<file path="src/rtl/minesweeper_pkg.sv">
// Shared definitions for the minesweeper board display: tile-word field positions,
// colour constants, count palette and 640x480@60 VGA timing.
package minesweeper_pkg;

  localparam int REVEALED_BIT = 0;
  localparam int MINE_BIT     = 1;
  localparam int FLAG_BIT     = 2;
  localparam int COUNT_LSB    = 4;
  localparam int COUNT_MSB    = 7;

  typedef logic [11:0] rgb_t;

  localparam rgb_t C_BLACK      = 12'h000;
  localparam rgb_t C_HIDDEN     = 12'h888;
  localparam rgb_t C_FLAG       = 12'hF80;
  localparam rgb_t C_MINE       = 12'hF00;
  localparam rgb_t C_BAD_COUNT  = 12'hF0F;
  localparam rgb_t C_BACKGROUND = 12'h222;
  localparam rgb_t C_CURSOR     = 12'hFF0;

  localparam rgb_t COUNT_PAL [0:8] = '{
    12'hCCC, 12'h00F, 12'h0A0, 12'hD00, 12'h008,
    12'h800, 12'h088, 12'h444, 12'hAAA
  };

  localparam int H_VIS  = 640;
  localparam int H_FP   = 16;
  localparam int H_SYNC = 96;
  localparam int H_BP   = 48;
  localparam int V_VIS  = 480;
  localparam int V_FP   = 10;
  localparam int V_SYNC = 2;
  localparam int V_BP   = 33;

  // Counts above 8 cannot occur on a real board, so they get a loud marker colour.
  function automatic rgb_t count_colour(input logic [3:0] cnt);
    if (cnt > 4'd8) return C_BAD_COUNT;
    return COUNT_PAL[cnt];
  endfunction

endpackage

</file>
<file path="src/rtl/vga_timing.sv">
// VGA raster generator: pixel-clock divider, horizontal/vertical counters and the
// raw sync/active levels plus registered vblank and frame_start.
module vga_timing
  import minesweeper_pkg::*;
#(
  parameter int PIX_DIV   = 4,
  parameter int H_VISIBLE = minesweeper_pkg::H_VIS,
  parameter int H_FRONT   = minesweeper_pkg::H_FP,
  parameter int H_SYNC_W  = minesweeper_pkg::H_SYNC,
  parameter int H_BACK    = minesweeper_pkg::H_BP,
  parameter int V_VISIBLE = minesweeper_pkg::V_VIS,
  parameter int V_FRONT   = minesweeper_pkg::V_FP,
  parameter int V_SYNC_W  = minesweeper_pkg::V_SYNC,
  parameter int V_BACK    = minesweeper_pkg::V_BP
) (
  input  logic       clk,
  input  logic       reset,
  output logic       o_pix_new,
  output logic [9:0] o_hcnt,
  output logic [9:0] o_vcnt,
  output logic       o_hsync,
  output logic       o_vsync,
  output logic       o_active,
  output logic       o_vblank,
  output logic       o_frame_start
);
  localparam int DIV_W    = $clog2(PIX_DIV);
  localparam int H_TOT    = H_VISIBLE + H_FRONT + H_SYNC_W + H_BACK;
  localparam int V_TOT    = V_VISIBLE + V_FRONT + V_SYNC_W + V_BACK;
  localparam int HS_START = H_VISIBLE + H_FRONT;
  localparam int VS_START = V_VISIBLE + V_FRONT;

  logic [DIV_W-1:0] r_div;
  logic [9:0]       r_hcnt;
  logic [9:0]       r_vcnt;
  logic             r_vblank;
  logic             r_frame_start;
  logic             w_tick;

  assign w_tick    = (r_div == DIV_W'(PIX_DIV - 1));
  // First clk of a pixel: the counters were loaded on the previous edge.
  assign o_pix_new = (r_div == '0);

  always_ff @(posedge clk or posedge reset) begin
    if (reset) begin
      r_div         <= '0;
      r_hcnt        <= '0;
      r_vcnt        <= '0;
      r_vblank      <= 1'b0;
      r_frame_start <= 1'b0;
    end else begin
      r_div <= w_tick ? '0 : r_div + DIV_W'(1);
      if (w_tick) begin
        if (r_hcnt == 10'(H_TOT - 1)) begin
          r_hcnt <= '0;
          r_vcnt <= (r_vcnt == 10'(V_TOT - 1)) ? '0 : r_vcnt + 10'd1;
        end else begin
          r_hcnt <= r_hcnt + 10'd1;
        end
      end
      r_vblank      <= (r_vcnt >= 10'(V_VISIBLE));
      r_frame_start <= o_pix_new && (r_hcnt == '0) && (r_vcnt == 10'(V_VISIBLE));
    end
  end

  assign o_hcnt        = r_hcnt;
  assign o_vcnt        = r_vcnt;
  assign o_hsync       = !((r_hcnt >= 10'(HS_START)) && (r_hcnt < 10'(HS_START + H_SYNC_W)));
  assign o_vsync       = !((r_vcnt >= 10'(VS_START)) && (r_vcnt < 10'(VS_START + V_SYNC_W)));
  assign o_active      = (r_hcnt < 10'(H_VISIBLE)) && (r_vcnt < 10'(V_VISIBLE));
  assign o_vblank      = r_vblank;
  assign o_frame_start = r_frame_start;

endmodule

</file>
<file path="src/rtl/vga_tile_renderer.sv">
// Minesweeper board renderer: maps each visible pixel to a tile address, decodes the
// tile word into 12-bit RGB. Define CURSOR_HILITE_EN to add cursor_idx and its highlight ring.
module vga_tile_renderer
  import minesweeper_pkg::*;
#(
  parameter int DATA_WIDTH    = 32,
  parameter int ADDRESS_WIDTH = 12,
  parameter int GRID_COLS     = 5,
  parameter int GRID_ROWS     = 5,
  parameter int TILE_PX       = 64,
  parameter int ORIGIN_X      = 160,
  parameter int ORIGIN_Y      = 80,
  parameter int PIX_DIV       = 4,
  parameter int H_VISIBLE     = minesweeper_pkg::H_VIS,
  parameter int H_FRONT       = minesweeper_pkg::H_FP,
  parameter int H_SYNC_W      = minesweeper_pkg::H_SYNC,
  parameter int H_BACK        = minesweeper_pkg::H_BP,
  parameter int V_VISIBLE     = minesweeper_pkg::V_VIS,
  parameter int V_FRONT       = minesweeper_pkg::V_FP,
  parameter int V_SYNC_W      = minesweeper_pkg::V_SYNC,
  parameter int V_BACK        = minesweeper_pkg::V_BP
) (
  input  logic                     clk,
  input  logic                     reset,
  output logic [ADDRESS_WIDTH-1:0] ram_addr,
  input  logic [DATA_WIDTH-1:0]    ram_data,
  output logic                     hsync,
  output logic                     vsync,
  output logic [11:0]              rgb,
  output logic                     vblank,
  output logic                     frame_start
`ifdef CURSOR_HILITE_EN
  ,
  input  logic [ADDRESS_WIDTH-1:0] cursor_idx
`endif
);
  localparam int TW     = $clog2(TILE_PX);
  localparam int GRID_W = GRID_COLS * TILE_PX;
  localparam int GRID_H = GRID_ROWS * TILE_PX;

  logic                     w_pix_new;
  logic [9:0]               w_hcnt;
  logic [9:0]               w_vcnt;
  logic [9:0]               w_gx;
  logic [9:0]               w_gy;
  logic                     w_hsync;
  logic                     w_vsync;
  logic                     w_active;
  logic                     w_in_grid;
  logic                     w_on_line;
  logic [ADDRESS_WIDTH-1:0] w_tile;
  logic [11:0]              w_colour;
  logic                     w_unused;

  logic r_vld_p1;
  logic r_active_p1;
  logic r_in_grid_p1;
  logic r_line_p1;
  logic r_hsync_p1;
  logic r_vsync_p1;
`ifdef CURSOR_HILITE_EN
  logic r_cursor_p1;

  function automatic logic ring_hit(input logic [TW-1:0] off);
    return (off == TW'(1)) || (off == TW'(2)) ||
           (off == TW'(TILE_PX - 2)) || (off == TW'(TILE_PX - 1));
  endfunction
`endif

  function automatic logic [11:0] decode_tile(input logic revealed, input logic mine,
                                              input logic flagged, input logic [3:0] count);
    if (!revealed) return flagged ? C_FLAG : C_HIDDEN;
    if (mine) return C_MINE;
    return count_colour(count);
  endfunction

  vga_timing #(
    .PIX_DIV  (PIX_DIV),
    .H_VISIBLE(H_VISIBLE),
    .H_FRONT  (H_FRONT),
    .H_SYNC_W (H_SYNC_W),
    .H_BACK   (H_BACK),
    .V_VISIBLE(V_VISIBLE),
    .V_FRONT  (V_FRONT),
    .V_SYNC_W (V_SYNC_W),
    .V_BACK   (V_BACK)
  ) u_timing (
    .clk          (clk),
    .reset        (reset),
    .o_pix_new    (w_pix_new),
    .o_hcnt       (w_hcnt),
    .o_vcnt       (w_vcnt),
    .o_hsync      (w_hsync),
    .o_vsync      (w_vsync),
    .o_active     (w_active),
    .o_vblank     (vblank),
    .o_frame_start(frame_start)
  );

  // ---- stage p1: tile address to RAM, pixel attributes staged alongside ----
  assign w_gx      = w_hcnt - 10'(ORIGIN_X);
  assign w_gy      = w_vcnt - 10'(ORIGIN_Y);
  assign w_in_grid = (w_hcnt >= 10'(ORIGIN_X)) && (w_hcnt < 10'(ORIGIN_X + GRID_W)) &&
                     (w_vcnt >= 10'(ORIGIN_Y)) && (w_vcnt < 10'(ORIGIN_Y + GRID_H));
  assign w_tile    = ADDRESS_WIDTH'(w_gy[9:TW]) * ADDRESS_WIDTH'(GRID_COLS) +
                     ADDRESS_WIDTH'(w_gx[9:TW]);
  assign w_on_line = (w_gx[TW-1:0] == '0) || (w_gy[TW-1:0] == '0);
  assign w_unused  = ^{ram_data[DATA_WIDTH-1:8], ram_data[3]};

  always_ff @(posedge clk or posedge reset) begin
    if (reset) begin
      ram_addr <= '0;
      r_vld_p1 <= 1'b0;
    end else begin
      r_vld_p1 <= w_pix_new;
      if (w_pix_new && w_in_grid) ram_addr <= w_tile;
    end
  end

  always_ff @(posedge clk) begin
    if (w_pix_new) begin
      r_active_p1  <= w_active;
      r_in_grid_p1 <= w_in_grid;
      r_line_p1    <= w_on_line;
      r_hsync_p1   <= w_hsync;
      r_vsync_p1   <= w_vsync;
`ifdef CURSOR_HILITE_EN
      r_cursor_p1  <= (w_tile == cursor_idx) && (ring_hit(w_gx[TW-1:0]) || ring_hit(w_gy[TW-1:0]));
`endif
    end
  end

  // ---- stage p2: RAM word arrived on the p1 negedge; colour and sync leave together ----
  always_comb begin
    w_colour = C_BLACK;
    if (r_active_p1) begin
      if (!r_in_grid_p1) begin
        w_colour = C_BACKGROUND;
      end else if (!r_line_p1) begin
        w_colour = decode_tile(ram_data[REVEALED_BIT], ram_data[MINE_BIT], ram_data[FLAG_BIT],
                               ram_data[COUNT_MSB:COUNT_LSB]);
      end
`ifdef CURSOR_HILITE_EN
      if (r_in_grid_p1 && r_cursor_p1) w_colour = C_CURSOR;
`endif
    end
  end

  always_ff @(posedge clk or posedge reset) begin
    if (reset) begin
      rgb   <= '0;
      hsync <= 1'b1;
      vsync <= 1'b1;
    end else if (r_vld_p1) begin
      rgb   <= w_colour;
      hsync <= r_hsync_p1;
      vsync <= r_vsync_p1;
    end
  end

endmodule

</file>
<file path="config.mk">
export PLATFORM = sky130hd
export DESIGN_NAME = vga_tile_renderer
export DESIGN_NICKNAME = d
export VERILOG_FILES = /design/src/rtl/minesweeper_pkg.sv /design/src/rtl/vga_timing.sv /design/src/rtl/vga_tile_renderer.sv
export SDC_FILE = /design/constraint.sdc
export NUM_CORES = 1
export LEC_CHECK = 0
export CORE_MARGIN = 2
export CORE_UTILIZATION = 56
export DETAILED_ROUTE_END_ITERATION = 16
export PLACE_DENSITY = 0.84
export SYNTH_ARGS = -nofsm -noshare
export SYNTH_HDL_FRONTEND = slang
export SYNTH_SLANG_ARGS = --single-unit
export TNS_END_PERCENT = 30
</file>
<file path="constraint.sdc">
create_clock -name clk -period 9.5 [get_ports clk]
set_input_delay 0.95 -clock clk [delete_from_list [all_inputs] [get_ports clk]]
set_output_delay 0.95 -clock clk [all_outputs]
set_load 0.02 [all_outputs]
</file>
# Yosys cells after proc, flatten, opt, wreduce, memory -nomap -nowiden
# Memories as Yosys holds them, arrays and structs flattened.
# Index checks and enable logic that the tools add are counted.
# op_classes
addsub	6
mul	1
order_cmp	13
eq_ne	4
n_mux	30
bitwise_logic	1
n_reduce_logical	17
# op_table
cell	n
12-bit two-way mux	11
10-bit by 9-bit < comparator with 1-bit output, second input constant	4
10-bit by 1-bit adder with 10-bit output, second input constant	2
10-bit == test, second input constant	2
10-bit by 9-bit greater-or-equal comparator with 1-bit output, second input constant	2
10-bit < comparator, second input constant	2
10-bit two-way mux	2
1-bit two-way mux	15
6-bit zero test	2
11-bit two-way mux	1
10-bit by 9-bit == test with 1-bit output, second input constant	1
10-bit greater-or-equal comparator, second input constant	1
10-bit by 7-bit greater-or-equal comparator with 1-bit output, second input constant	1
10-bit by 8-bit greater-or-equal comparator with 1-bit output, second input constant	1
10-bit zero test	1
10-bit by 7-bit subtractor with 10-bit output, second input constant	1
10-bit by 8-bit subtractor with 10-bit output, second input constant	1
1-bit logical AND	9
7-bit by 4-bit adder with 8-bit output	1
4-bit by 3-bit multiplier with 7-bit output, second input constant	1
5-bit greater-or-equal comparator, second input constant	1
4-bit inverter with 5-bit output	1
4-bit > comparator, second input constant	1
2-bit by 1-bit adder with 2-bit output, second input constant	1
6 further kinds	7
# totals
regBits	56
rom_bits	192
inputBits	34
out_inout_bits	28
wordCells	88
mem_count	1
# memory_table
memory	words	word_bits	read_ports	rd_ports_with_merged_regs	wr	line_no	text
(no name shown)	16	12	1	0	0	minesweeper_pkg.sv:38	return COUNT_PAL[cnt];

# Longest topological paths before layout
# logic_depth
depth_word	19
mapped_depth	12
ltp_nobuf	11

# Modules after synthesis
# From an unflattened synthesis, not the netlist that was laid out.
# hier_totals
hier_cells	292
area_unflattened_um2	3039.2
# modules_own_cells
module	instances	cells_per_inst	area_per_inst_um2
vga_tile_renderer	1	164	1731.7
vga_timing	1	128	1307.5

# Least setup slack after synthesis
# OpenSTA, ideal clock, no wires.
# synth_path
path_kind	reg2reg
start	reg u_timing.r_vcnt[4], in the netlist u_timing.o_vcnt[4]
end	reg ram_addr[5]
t_arrival_ns	3.004
path_slack_ns	6.372
stages_incl_launch_ff	12
path_buffers	1
path_cell_list	dfrtp_1 -> buf_2 -> o21a_1 -> or3_1 -> xnor2_1 -> ha_1 -> fa_1 -> ha_1 -> a21o_1 -> a21oi_1 -> xnor2_1 -> mux2_2
# synth_via
elab_chain_len	4
word_cells_on_any_way	8
cone_classes	add/sub: 2; mul: 1; order compare: 2; reduce/logical: 3
# synth_rtl
element	line_no	text
start: declaration	vga_timing.sv:35	logic [9:0] r_vcnt;
start signal: assignment	vga_timing.sv:56	r_vcnt <= (r_vcnt == 10'(V_TOT - 1)) ? '0 : r_vcnt + 10'd1;
branches (longest 4 deep; another with 10-bit by 7-bit subtractor with 10-bit output)	-	
end signal: assignment	vga_tile_renderer.sv:116	if (w_pix_new && w_in_grid) ram_addr <= w_tile;
end: declaration	vga_tile_renderer.sv:25	output logic [ADDRESS_WIDTH-1:0] ram_addr,
# Parallel ways; which one is timed is not known.
# A chain may end at the register's enable or synchronous reset.

# Worst setup path after layout
# Ends and elaborated chain as after synthesis.

==> impl_metrics.json <==
{
  "maxSlewViolCount": 0,
  "slowest_delay_ns": 0.52,
  "ys_warn_count": 0,
  "path_cells": "o21a_1 > or3_1 > xnor2_1 > ha_1 > fa_1 > ha_1 > a21o_1 > a21oi_1 > xnor2_1 > mux2_2",
  "rr_startpoint": "u_timing.o_vcnt[4]$_DFFE_PP0P_",
  "power_frac_seq": 0.591,
  "stdcell_area_um2": 3470,
  "r2r_end": "ram_addr[5]$_DFFE_PP0P_",
  "rsz0062_at_grt": "no",
  "cts_inserted_buffers": 5,
  "clock_path_buffers": 2,
  "path_class": "reg2reg",
  "async_flop_share": 0.900,
  "max_cap_violations": 0,
  "row_count": 26,
  "grt_pass1_wl_um": 10400,
  "synth_cell_types": 57,
  "skew_ns": 0.00587,
  "p_leak_nw": 1.47,
  "yosysSeqAreaShare": 0.418,
  "hold_path_class": "reg2reg",
  "area_delta_synth_final_pct": 13.2,
  "n_antenna_cell": 0,
  "layout_commonest_cell": "dfrtp_1",
  "cp-endpoint": "ram_addr[5]$_DFFE_PP0P_",
  "clock_sinks": 50,
  "p_clk_frac": 0.357,
  "start_util": 0.588,
  "mostFrequentLayoutCells": "dfrtp_1, clkdlybuf4s50_1, inv_1",
  "startpoint": "u_timing.o_vcnt[4]$_DFFE_PP0P_",
  "synthCells": 303,
  "insertion_delay_ns": 0.31,
  "synth-edff-count": 5,
  "cts_resized": 0,
  "reg2regPathDepth": 10,
  "clock-root-buffer": "clkbuf_8",
  "cts_tree": "done",
  "min_from": "u_timing.r_div[0]$_DFF_PP0_",
  "gp_congestion": 0.869,
  "drc": 0,
  "p_switching_w": 0.0000839,
  "htreeDepth": 2,
  "syn_area_per_cell_um2": 10.1,
  "die_h_um": 77.9,
  "cp_top_family": "adder cells",
  "vias": 2230,
  "synth_area_um2": 3060,
  "status": "finished clean",
  "sw_frac_of_total": 0.230,
  "ys.flop_type": "dfrtp_1",
  "path_depth": 10,
  "cts_hold_buffers": 0,
  "pwr-share-comb": 0.052,
  "vias_per_cell": 5.59,
  "layout-drive-gt1-share": 0.0790,
  "slowest_stage": "dfrtp_1",
  "fin_setup_tns_ns": 0,
  "ir_drop_v": 0.0000572,
  "gr-usage-all-layers": 0.213,
  "first_global_vias": 2278,
  "power_density_nw_per_um2": 105,
  "grt-ovfl-total": 0,
  "required_ns": 9.70,
  "worst_pin_slew_ns": 0.939,
  "cts.clk_slew.worst_paths_ns": 0.09,
  "postCtsSetupBuffers": 0,
  "port_buffers": 30,
  "grt_antenna_before_repair": 0,
  "power.internal_w": 0.000281,
  "min_period_ns": 3.38,
  "pin_count": 62,
  "dp_hpwl_um": 4250,
  "ant_nets": 0,
  "critPathCaptureType": "flop",
  "utilization": 0.666,
  "firstDrtPassIters": 4,
  "wirelength_um": 5890,
  "maxSlewHeadroom": 0.373,
  "die_w_um": 77.9,
  "critPathLaunchType": "flop",
  "min_period_over_period": 0.356,
  "hold_viol_final": 0,
  "dieArea_um2": 6070,
  "wl_per_cell_um": 14.7,
  "setup_viol": 0,
  "crit_arrival_ns": 3.58,
  "grt_max_degree": 46,
  "hold_slack_ns": 0.466,
  "critPathBufInv": 0,
  "ys_seq_elements": 50,
  "layout.nets": 388,
  "core_area_um2": 5200,
  "cp_max_fo": 9,
  "drt_iter0_drc": 71,
  "place_area_um2": 3370,
  "reg2reg_slack_ns": 6.12,
  "max_freq_mhz": 296
}
stage by stage:
| stage | power, W | setup slack, ns | std cells |
|---|---|---|---|
| floorplan | 0.000234 | 6.37 | 308 |
| global placement | 0.000238 | 6.22 | 391 |
| detailed placement | 0.000239 | 6.15 | 391 |
| CTS | 0.000369 | 6.14 | 399 |
| global route | 0.000381 | 5.96 | 399 |
| finish | 0.000364 | 6.12 | 399 |
registers in the layout, summed over array words and instances (netlist names):
name / count
r_active_p1: 1
r_hsync_p1: 1
r_line_p1: 1
u_timing.o_hcnt: 10
u_timing.r_div: 2
vsync: 1
ram_addr: 7
u_timing.o_vblank: 1
r_in_grid_p1: 1
r_vsync_p1: 1
u_timing.o_frame_start: 1
hsync: 1
rgb: 11
r_vld_p1: 1
u_timing.o_vcnt: 10
worst min path at each step:
stage	to	slack, ns	cells past startpoint
2_1_floorplan	u_timing.r_div[0]$_DFF_PP0_	0.42	1
3_3_place_gp	u_timing.r_div[0]$_DFF_PP0_	0.44	1
3_5_place_dp	u_timing.r_div[0]$_DFF_PP0_	0.46	1
4_1_cts	u_timing.r_div[0]$_DFF_PP0_	0.47	1
5_1_grt	u_timing.r_div[0]$_DFF_PP0_	0.49	1
6_report	u_timing.r_div[0]$_DFF_PP0_	0.47	1
cell type report:
type	instances	area, µm²
fill	414	1740
inverter	30	113
sequential	50	1280
multi-input combinational	211	1590
clock buffer	6	82.6
tap	70	87.6
timing repair buffer	30	300
clock inverter	2	12.5
power groups by stage:
stage | clock [W] | sequential (W) | combinational (W)
after CTS | 0.000135 | 0.000215 | 0.0000194
final | 0.000130 | 0.000215 | 0.0000191
after global routing | 0.000144 | 0.000215 | 0.0000215
after detailed placement | 0 | 0.000220 | 0.0000193
after global placement | 0 | 0.000220 | 0.0000186
after floorplan | 0 | 0.000220 | 0.0000142
layer usage:
layer	track usage	share of wire
met5	0	0
met4	0.0807	0.016
met3	0.0407	0.035
met2	0.364	0.49
met1	0.268	0.46
logic make-up after synthesis:
kind of cell    share of synthesized area
compound gates                      0.138
simple gates                        0.160
buf+inv                            0.0687
xor+xnor                           0.0544
other cells                       0.00122
fa+ha+maj                           0.111
flops                               0.418
mux                                0.0490
worst register-to-register path, stage by stage (launching register included):
cell and delay, ns:
dfrtp_1 0.52, o21a_1 0.30, or3_1 0.39, xnor2_1 0.22, ha_1 0.28, fa_1 0.49
ha_1 0.37, a21o_1 0.18, a21oi_1 0.19, xnor2_1 0.08, mux2_2 0.26
synthesized netlist by cell type (2+ instances only):
master	count	share of area
a211oi_1	2	0.0049
a21o_1	3	0.0074
a21oi_1	9	0.015
a31oi_1	3	0.0061
and2_1	3	0.0061
and3_1	5	0.010
buf_2	6	0.0098
buf_4	7	0.017
clkbuf_1	3	0.0037
dfrtp_1	43	0.35
dfstp_2	2	0.017
edfxtp_1	5	0.049
fa_1	2	0.013
ha_1	24	0.098
inv_1	30	0.037
mux2_2	8	0.029
mux2i_1	6	0.020
nand2_1	17	0.021
nand2b_1	4	0.0082
nand3_1	8	0.013
nand3b_1	2	0.0049
nand4_1	5	0.010
nand4b_1	2	0.0057
nor2_1	16	0.020
nor2b_1	4	0.0082
nor3_1	7	0.011
o21a_1	2	0.0049
o21ai_0	14	0.023
o22ai_1	9	0.018
o31a_1	3	0.0086
o31ai_1	3	0.0074
or3_1	4	0.0082
xnor2_1	14	0.040
xor2_1	5	0.014
Note: power is estimated with default switching activity, not from simulation.
